$ cat src/rtl/absorb_load_stage.sv
// absorb_load_stage: packs message words into a rate-wide block,
// applies SHAKE padding and hands blocks to the permute stage.
module absorb_load_stage #(
  parameter int W       = 64,
  parameter int RATE128 = 1344,
  parameter int RATE256 = 1088
) (
  input  logic                     clk,
  input  logic                     rst,
  input  logic [W-1:0]             data_in,
  input  logic                     valid_in,
  input  logic                     last_in,
  input  logic [$clog2(W/8):0]     last_bytes,
  input  logic [31:0]              output_size_in,
  input  logic [1:0]               operation_mode_in,
  output logic                     ready_out,
  output logic [RATE128-1:0]       rate_output,
  output logic [31:0]              output_size,
  output logic [1:0]               operation_mode,
  output logic                     input_buffer_ready,
  output logic                     last_block_in_buffer,
  input  logic                     input_buffer_ready_clr,
  input  logic                     last_block_in_buffer_clr
);

  localparam int NB   = W / 8;
  localparam int LBW  = $clog2(NB) + 1;
  localparam int NW1  = RATE128 / W;
  localparam int NW2  = RATE256 / W;
  localparam int CW   = $clog2(NW1 + 1);
  localparam int NBY1 = RATE128 / 8;
  localparam int NBY2 = RATE256 / 8;

  typedef enum logic [2:0] {
    S_IDLE, S_LOAD, S_FINAL, S_WMID, S_WPAD, S_WEND
  } state_t;

  state_t             r_state;
  state_t             w_nxt;
  logic [CW-1:0]      r_cnt;
  logic [LBW-1:0]     r_lb;
  logic [RATE128-1:0] r_rate;
  logic [31:0]        r_size;
  logic [1:0]         r_mode;
  logic               r_ibr;
  logic               r_lbb;
  logic               r_ready;

  logic               w_hs;
  logic               w_is256;
  logic [CW-1:0]      w_nw_last;
  logic [15:0]        w_nbytes;
  logic [15:0]        w_pos;
  logic               w_in_blk;
  logic               w_ibr_done;
  logic               w_lbb_done;
  logic [RATE128-1:0] w_fin;
  logic [RATE128-1:0] w_pad;

  assign w_hs       = valid_in && r_ready;
  assign w_is256    = (r_mode == 2'b01);
  assign w_nw_last  = w_is256 ? CW'(NW2 - 1) : CW'(NW1 - 1);
  assign w_nbytes   = w_is256 ? 16'(NBY2) : 16'(NBY1);
  assign w_pos      = 16'(r_cnt) * 16'(NB) + 16'(r_lb);
  assign w_in_blk   = (w_pos < w_nbytes);
  assign w_ibr_done = !r_ibr || input_buffer_ready_clr;
  assign w_lbb_done = !r_lbb || last_block_in_buffer_clr;

  assign ready_out            = r_ready;
  assign rate_output          = r_rate;
  assign output_size          = r_size;
  assign operation_mode       = r_mode;
  assign input_buffer_ready   = r_ibr;
  assign last_block_in_buffer = r_lbb;

  // Padded final block and the standalone padding block.
  always_comb begin
    w_fin = r_rate;
    w_pad = '0;
    for (int b = 0; b < NBY1; b++) begin
      if (16'(b) >= w_pos)
        w_fin[b*8 +: 8] = 8'h00;
      if (16'(b) == w_pos && w_in_blk)
        w_fin[b*8 +: 8] = 8'h1F;
      if (16'(b) == w_nbytes - 16'd1) begin
        if (w_in_blk)
          w_fin[b*8 +: 8] = w_fin[b*8 +: 8] ^ 8'h80;
        w_pad[b*8 +: 8] = 8'h80;
      end
    end
    w_pad[7:0] = w_pad[7:0] ^ 8'h1F;
  end

  // Next-state logic.
  always_comb begin
    w_nxt = r_state;
    case (r_state)
      S_IDLE:
        if (w_hs)
          w_nxt = last_in ? S_FINAL : S_LOAD;
      S_LOAD:
        if (w_hs) begin
          if (last_in)
            w_nxt = S_FINAL;
          else if (r_cnt == w_nw_last)
            w_nxt = S_WMID;
        end
      S_FINAL:
        w_nxt = w_in_blk ? S_WEND : S_WPAD;
      S_WMID:
        if (input_buffer_ready_clr)
          w_nxt = S_LOAD;
      S_WPAD:
        if (input_buffer_ready_clr)
          w_nxt = S_WEND;
      S_WEND:
        if (w_ibr_done && w_lbb_done)
          w_nxt = S_IDLE;
      default:
        w_nxt = S_IDLE;
    endcase
  end

  // State register.
  always_ff @(posedge clk or posedge rst) begin
    if (rst)
      r_state <= S_IDLE;
    else
      r_state <= w_nxt;
  end

  // Block buffer, counters, sampled fields and handoff flags.
  always_ff @(posedge clk or posedge rst) begin
    if (rst) begin
      r_cnt   <= '0;
      r_lb    <= '0;
      r_rate  <= '0;
      r_size  <= '0;
      r_mode  <= '0;
      r_ibr   <= 1'b0;
      r_lbb   <= 1'b0;
      r_ready <= 1'b0;
    end else begin
      r_ready <= (w_nxt == S_IDLE) || (w_nxt == S_LOAD);
      if (r_ibr && input_buffer_ready_clr)
        r_ibr <= 1'b0;
      if (r_lbb && last_block_in_buffer_clr)
        r_lbb <= 1'b0;
      case (r_state)
        S_IDLE:
          if (w_hs) begin
            r_size       <= output_size_in;
            r_mode       <= operation_mode_in;
            r_rate[W-1:0] <= data_in;
            r_lb         <= last_bytes;
            r_cnt        <= last_in ? CW'(0) : CW'(1);
          end
        S_LOAD:
          if (w_hs) begin
            r_rate[r_cnt*W +: W] <= data_in;
            r_lb <= last_bytes;
            if (!last_in) begin
              if (r_cnt == w_nw_last)
                r_ibr <= 1'b1;
              else
                r_cnt <= r_cnt + CW'(1);
            end
          end
        S_FINAL: begin
          r_rate <= w_fin;
          r_ibr  <= 1'b1;
          if (w_in_blk)
            r_lbb <= 1'b1;
        end
        S_WMID:
          if (input_buffer_ready_clr) begin
            r_rate <= '0;
            r_cnt  <= '0;
          end
        S_WPAD:
          if (input_buffer_ready_clr) begin
            r_rate <= w_pad;
            r_ibr  <= 1'b1;
            r_lbb  <= 1'b1;
          end
        S_WEND:
          if (w_ibr_done && w_lbb_done) begin
            r_rate <= '0;
            r_cnt  <= '0;
          end
        default: ;
      endcase
    end
  end

endmodule

$ cat config.mk
export PLATFORM = sky130hd
export DESIGN_NAME = absorb_load_stage
export DESIGN_NICKNAME = d
export VERILOG_FILES = /design/src/rtl/absorb_load_stage.sv
export SDC_FILE = /design/constraint.sdc
export NUM_CORES = 2
export LEC_CHECK = 0
export ABC_AREA = 1
export BUFFER_PORTS_ARGS = -buffer_cell sky130_fd_sc_hd__buf_2
export CORE_AREA = 2 2 579 581
export DETAILED_ROUTE_END_ITERATION = 7
export DIE_AREA = 0 0 581 583
export GPL_TIMING_DRIVEN = 0
export PLACE_DENSITY = 0.45
export SYNTH_ARGS = -nofsm -noshare
export SYNTH_HDL_FRONTEND = slang
export SYNTH_SLANG_ARGS = --single-unit
export TNS_END_PERCENT = 1
$ cat constraint.sdc
create_clock -name clk -period 58 [get_ports clk]
set_input_delay 11.6 -clock clk [delete_from_list [all_inputs] [get_ports clk]]
set_output_delay 11.6 -clock clk [all_outputs]
set_load 0.01 [all_outputs]
## Word-level counts from Yosys, hierarchy flattened

Cells that the tools add are included.

| cells by class | value |
|---|---|
| add/sub/neg operators | 4 |
| $lt $le $gt $ge | 169 |
| equality and inequality tests | 349 |
| shift operators | 2 |
| multiplexer cells | 878 |
| bitwise operators | 169 |
| reduce and logical (&&, ||, !) cells | 190 |

Operators with widths:

| operator | count |
|---|---|
| 8-bit two-way mux | 840 |
| 1280-bit one-hot mux with 5 select lines | 1 |
| 1344-bit two-way mux | 4 |
| 1344-bit bitwise mux | 1 |
| 64-bit by 34-bit variable shift with 1344-bit output, first input constant | 1 |
| 64-bit by 34-bit variable part select with 1344-bit output | 1 |
| 7-bit by 16-bit == test with 1-bit output, first input constant | 64 |
| 8-bit by 16-bit == test with 1-bit output, first input constant | 40 |
| 7-bit by 9-bit == test with 1-bit output, first input constant | 64 |
| 7-bit by 9-bit >= comparator with 1-bit output, first input constant | 64 |
| 6-bit by 16-bit == test with 1-bit output, first input constant | 32 |
| 64-bit one-hot mux with 6 select lines | 1 |
| 8-bit by 9-bit == test with 1-bit output, first input constant | 40 |
| 8-bit by 9-bit >= comparator with 1-bit output, first input constant | 40 |
| 6-bit by 9-bit == test with 1-bit output, first input constant | 32 |
| 6-bit by 9-bit >= comparator with 1-bit output, first input constant | 32 |
| 5-bit by 16-bit == test with 1-bit output, first input constant | 16 |
| 1-bit logical AND | 172 |
| 1-bit NOT | 168 |
| 5-bit by 9-bit == test with 1-bit output, first input constant | 16 |
| 5-bit by 9-bit >= comparator with 1-bit output, first input constant | 16 |
| 4-bit by 16-bit == test with 1-bit output, first input constant | 8 |
| 4-bit by 9-bit == test with 1-bit output, first input constant | 8 |
| 4-bit by 9-bit >= comparator with 1-bit output, first input constant | 8 |
| 43 further kinds | 92 |

| word-level totals | value |
|---|---|
| flip-flop bits (word level) | 1,393 |
| bits of input ports | 108 |

## Depth between registers and ports, before layout

| logic depth | value |
|---|---|
| depth after elaboration | 9 |
| mapped depth | 18 |
| mapped depth without buffers | 17 |

## Least setup slack after synthesis

OpenSTA, ideal clock, no wires.

| timing path | value |
|---|---|
| kind | input port to flip-flop |
| start | input port last_block_in_buffer_clr |
| end | register (tool-made name) |
| arrival | 13.147 ns |
| path slack | 44.734 ns |
| stages on the path | 13 |
| path through | inv_1 > nand2_1 > nand2_1 > nand2_1 > o21ai_0 > inv_1 > nand2_1 > buf_2 > buf_2 > nor2_1 > nand2_1 > nor2_1 > nor2_1 |

RTL lines:

| item | RTL line | RTL |
|---|---|---|
| from (decl) | 23 | `input logic last_block_in_buffer_clr` |

## Worst setup path in the final report

| timing path | value |
|---|---|
| start | input port valid_in |
| end | register r_rate[469], in the netlist rate_output[469] |

| between the ends | value |
|---|---|
| longest elaborated chain between the ends | 3 |

Ends and longest elaborated chain:

| item | RTL line | RTL |
|---|---|---|
| from (decl) | 11 | `input logic valid_in,` |
| 1-bit logical AND | 60 | `assign w_hs = valid_in && r_ready;` |
| 2-bit inequality test (no source line) | -- |  |
| 5-bit AND reduction (no source line) | -- |  |
| to (signal, indexed assignment) | 154 | `r_rate[W-1:0] <= data_in;` |
| to (signal, indexed assignment) | 160 | `r_rate[r_cnt*W +: W] <= data_in;` |
| to (signal assigned) | 170 | `r_rate <= w_fin;` |
| to (decl) | 42 | `logic [RATE128-1:0] r_rate;` |

No other way between the ends.
A chain may end at the register's enable or synchronous reset.

==> impl_metrics.env <==
export IMPL_fin_ws_ps=42570
export IMPL_max_stage_delay_ps=940
export IMPL_fin_crit_ps=15430
export IMPL_critPathMaxFanout=10
export IMPL_hpwl_microns=518000
export IMPL_via_per_inst=5.29
export IMPL_status="finished with violations"
export IMPL_p_leak_nw=46.8
export IMPL_clockBufferDepth=4
export IMPL_synthToLayoutAreaGrowth_pct=30.0
export IMPL_synthTopCellsByCount="3322 x nand2_1, 1393 x dfrtp_1, 939 x nor2_1, 764 x o21ai_0, 627 x nand3_1"
export IMPL_rsz0062_at_grt="no"
export IMPL_hold_class="flop to flop"
export IMPL_globalRouteOverflowTotal=0
export IMPL_syn_nets=9188
export IMPL_track_usage_pct=36.1
export IMPL_critPathArrivalTime_ps=16240
export IMPL_post_cts_buffers=0
export IMPL_synth_distinct_cells=42
export IMPL_grt_max_degree=121
export IMPL_violations="DRC, capacitance limit, slew limit"
export IMPL_crit_required_ps=58810
export IMPL_finalHoldViolations=0
export IMPL_synth_most_common_cell="nand2_1"
export IMPL_cts_root_buf="clkbuf_16"
export IMPL_ir_drop_v=0.0000478
export IMPL_crit_path_end_kind="flop"
export IMPL_ios=1489
export IMPL_nNetsFinal=10900
export IMPL_ys_seq_elements=1393
export IMPL_crit_path_start_kind="input pin"
export IMPL_drc=1
export IMPL_initialDrtViolationCount=11600
export IMPL_cts_hold_buf=0
export IMPL_cap_viol_max_count=18
export IMPL_die_w_microns=581
export IMPL_h_tree_depth=4
export IMPL_die_h_microns=583
export IMPL_cp_slowest_cell="buf_2"
export IMPL_critPathBufInv=5
export IMPL_skew_ps=62.1
export IMPL_rows=212
export IMPL_critPathKind="input pin to flop"
export IMPL_dr_pass1_iters=8
export IMPL_yosysTopAreaCell="dfrtp_1"
export IMPL_dieArea_sq_um=339000
export IMPL_synth_avg_cell_area_sq_um=7.51
export IMPL_yosys_top_cells_area="dfrtp_1 51%, nand2_1 18%, o21ai_0 5.6%, nor2_1 5.2%, nand3_1 4.6%"
export IMPL_synth_warnings=0
export IMPL_worstPathCellList="buf_2 -> nand2_1 -> nand2_1 -> nand2_1 -> nor2_1 -> nand2_1 -> inv_2 -> buf_2 -> buf_2 -> buf_2 -> nand2_1 -> o21ai_0"
export IMPL_drtAntennaViolNets=0
export IMPL_cpMostUsedCell="nand2_1"
export IMPL_finalInstanceArea_sq_um=88500
export IMPL_syn_area_sq_um=68100
export IMPL_cts_resized=0
export IMPL_grt_pass1_vias=74600
export IMPL_postPlaceCellArea_sq_um=82400
export IMPL_dr_total_vias=81300
export IMPL_clk_pin_slew_ps=60
export IMPL_post_route_period_util_pct=26.6
export IMPL_synth_top_cell_area_share_pct=51.2
export IMPL_cts_made_buffers=179
export IMPL_ys_async_sr_fraction_pct=100
export IMPL_worst_pin_slew_ps=1740
export IMPL_cts_tree="built"
export IMPL_drive_gt1_share_pct=19.1
export IMPL_setup_viol_count_final=0
export IMPL_synthCells=9074
export IMPL_synth_seq_area_share_pct=51.2
export IMPL_synthFlopType="dfrtp_1"
export IMPL_gp_congestion=1.03
export IMPL_drv_slew=144
export IMPL_design_core_area_sq_um=332000
export IMPL_drt_wl_total_microns=636000
export IMPL_clkLatencyLatePin_ps=960
export IMPL_cts_sinks=1393
export IMPL_synth_edf_count=0
export IMPL_cp_top_family="buffers and inverters"
export IMPL_start_util_pct=20.5
export IMPL_grt_pass1_wl_microns=796000
export IMPL_antenna_found_initial=125
export IMPL_post_place_ws_ps=42010
export IMPL_post_drt_wl_per_cell_microns=41.3
export IMPL_io_buffers=1488
export IMPL_maxClockFrequency_ghz=0.0648
export IMPL_n_fill_cell=37500
export IMPL_setup_tns_ps=0
export IMPL_power_density_nw_per_um2=61.3
export IMPL_slew_headroom_pct=-16.1
-- cells in the final DEF (no fill, tap or decap), drive strengths merged --
master    Yosys  final
nor3        199    199
a21boi       49     49
bufinv        0     12
nand4        79     79
ha            6      6
nand3       630    630
or2           7      7
nor2        952    952
clkinvlp      0      6
diode         0     61
buf         140   1687
nor4         42     42
o31a          1      1
o22ai        15     15
mux2i         1      1
o2111ai       2      2
inv         567    579
xnor2         1      1
nand2      3323   3323
dfrtp      1393   1393
clkinv       23     58
a21oi       257    257
o21ai       806    806
and2          4      4
o21bai        3      3
o41ai         3      3
a2bb2oi       5      5
clkbuf      278    531
a31oi        25     25
a22oi         6      6
o31ai       121    121
nor3b         5      5
mux2         34     34
o211ai       42     42
o21a         55     55
-- power breakdown --
part	switching [mW]	internal, mW	total (mW)
Clock	0.521	0.679	1.20
Sequential	0.123	1.12	1.24
Combinational	2.51	0.477	2.99
-- layout make-up --
cell class | instances | area [sq um] | area share [%]
Antenna cell | 61 | 153 | 0.172
Buffer | 418 | 1720 | 1.95
Clock buffer | 253 | 5170 | 5.84
Clock inverter | 65 | 855 | 0.965
Inverter | 590 | 2220 | 2.51
Multi-Input combinational cell | 6673 | 29500 | 33.4
Sequential cell | 1393 | 34900 | 39.4
Tap cell | 4387 | 5490 | 6.20
Timing Repair Buffer | 1547 | 8530 | 9.64
-- worst min-delay path, stage by stage (launching register included) --
cell and delay [ps]:
dfrtp_1 340, nand2_1 50, nand2_1 40
-- through the flow --
step | power [mW] | hold slack (ps) | util, % | cells
after floorplan | 2.27 | 485 | - | 9074
after global placement | 4.00 | 451 | 24.4 | 14900
after detailed placement | 4.08 | 453 | 24.8 | 15000
after CTS | 5.28 | 468 | 26.6 | 15300
after global routing | 5.46 | 486 | 26.6 | 15300
final | 5.43 | 464 | 26.6 | 15400
-- kinds of logic after synthesis --
family | synth area share [%]
AND/OR/NAND/NOR | 31.0
adder cells (fa/ha/maj) | 0.110
XOR/XNOR | 0.0404
multiplexers | 0.577
AO/OA/AOI/OAI | 11.4
flip-flops | 51.2
buffers and inverters | 5.70
-- worst paths after layout --
kind,startpoint,endpoint,slack (ps),cells after the start
hold reg to reg,rate_output[382]$_DFFE_PP0P_,rate_output[382]$_DFFE_PP0P_,460,2
min in group asynchronous,rst,async pin,10770,2
setup reg to reg,r_cnt[0]$_DFFE_PP0P_,flop,47530,16
hold / removal,rate_output[382]$_DFFE_PP0P_,rate_output[382]$_DFFE_PP0P_,460,2
max in group asynchronous,rst,async pin,43930,7
setup / recovery,valid_in,rate_output[469]$_DFFE_PP0P_,42570,12
-- metal layers --
layer	vias up	routed length [microns]	share of wire [%]	GRT usage (%)
met5	-	744	0.12	0
li1	33000	-	-	-
met1	40800	242000	38	43.3
met3	1436	83500	13	16.2
met4	110	46900	7.4	22.7
met2	6011	263000	41	52.4
Power figures use the tool's default switching activity.
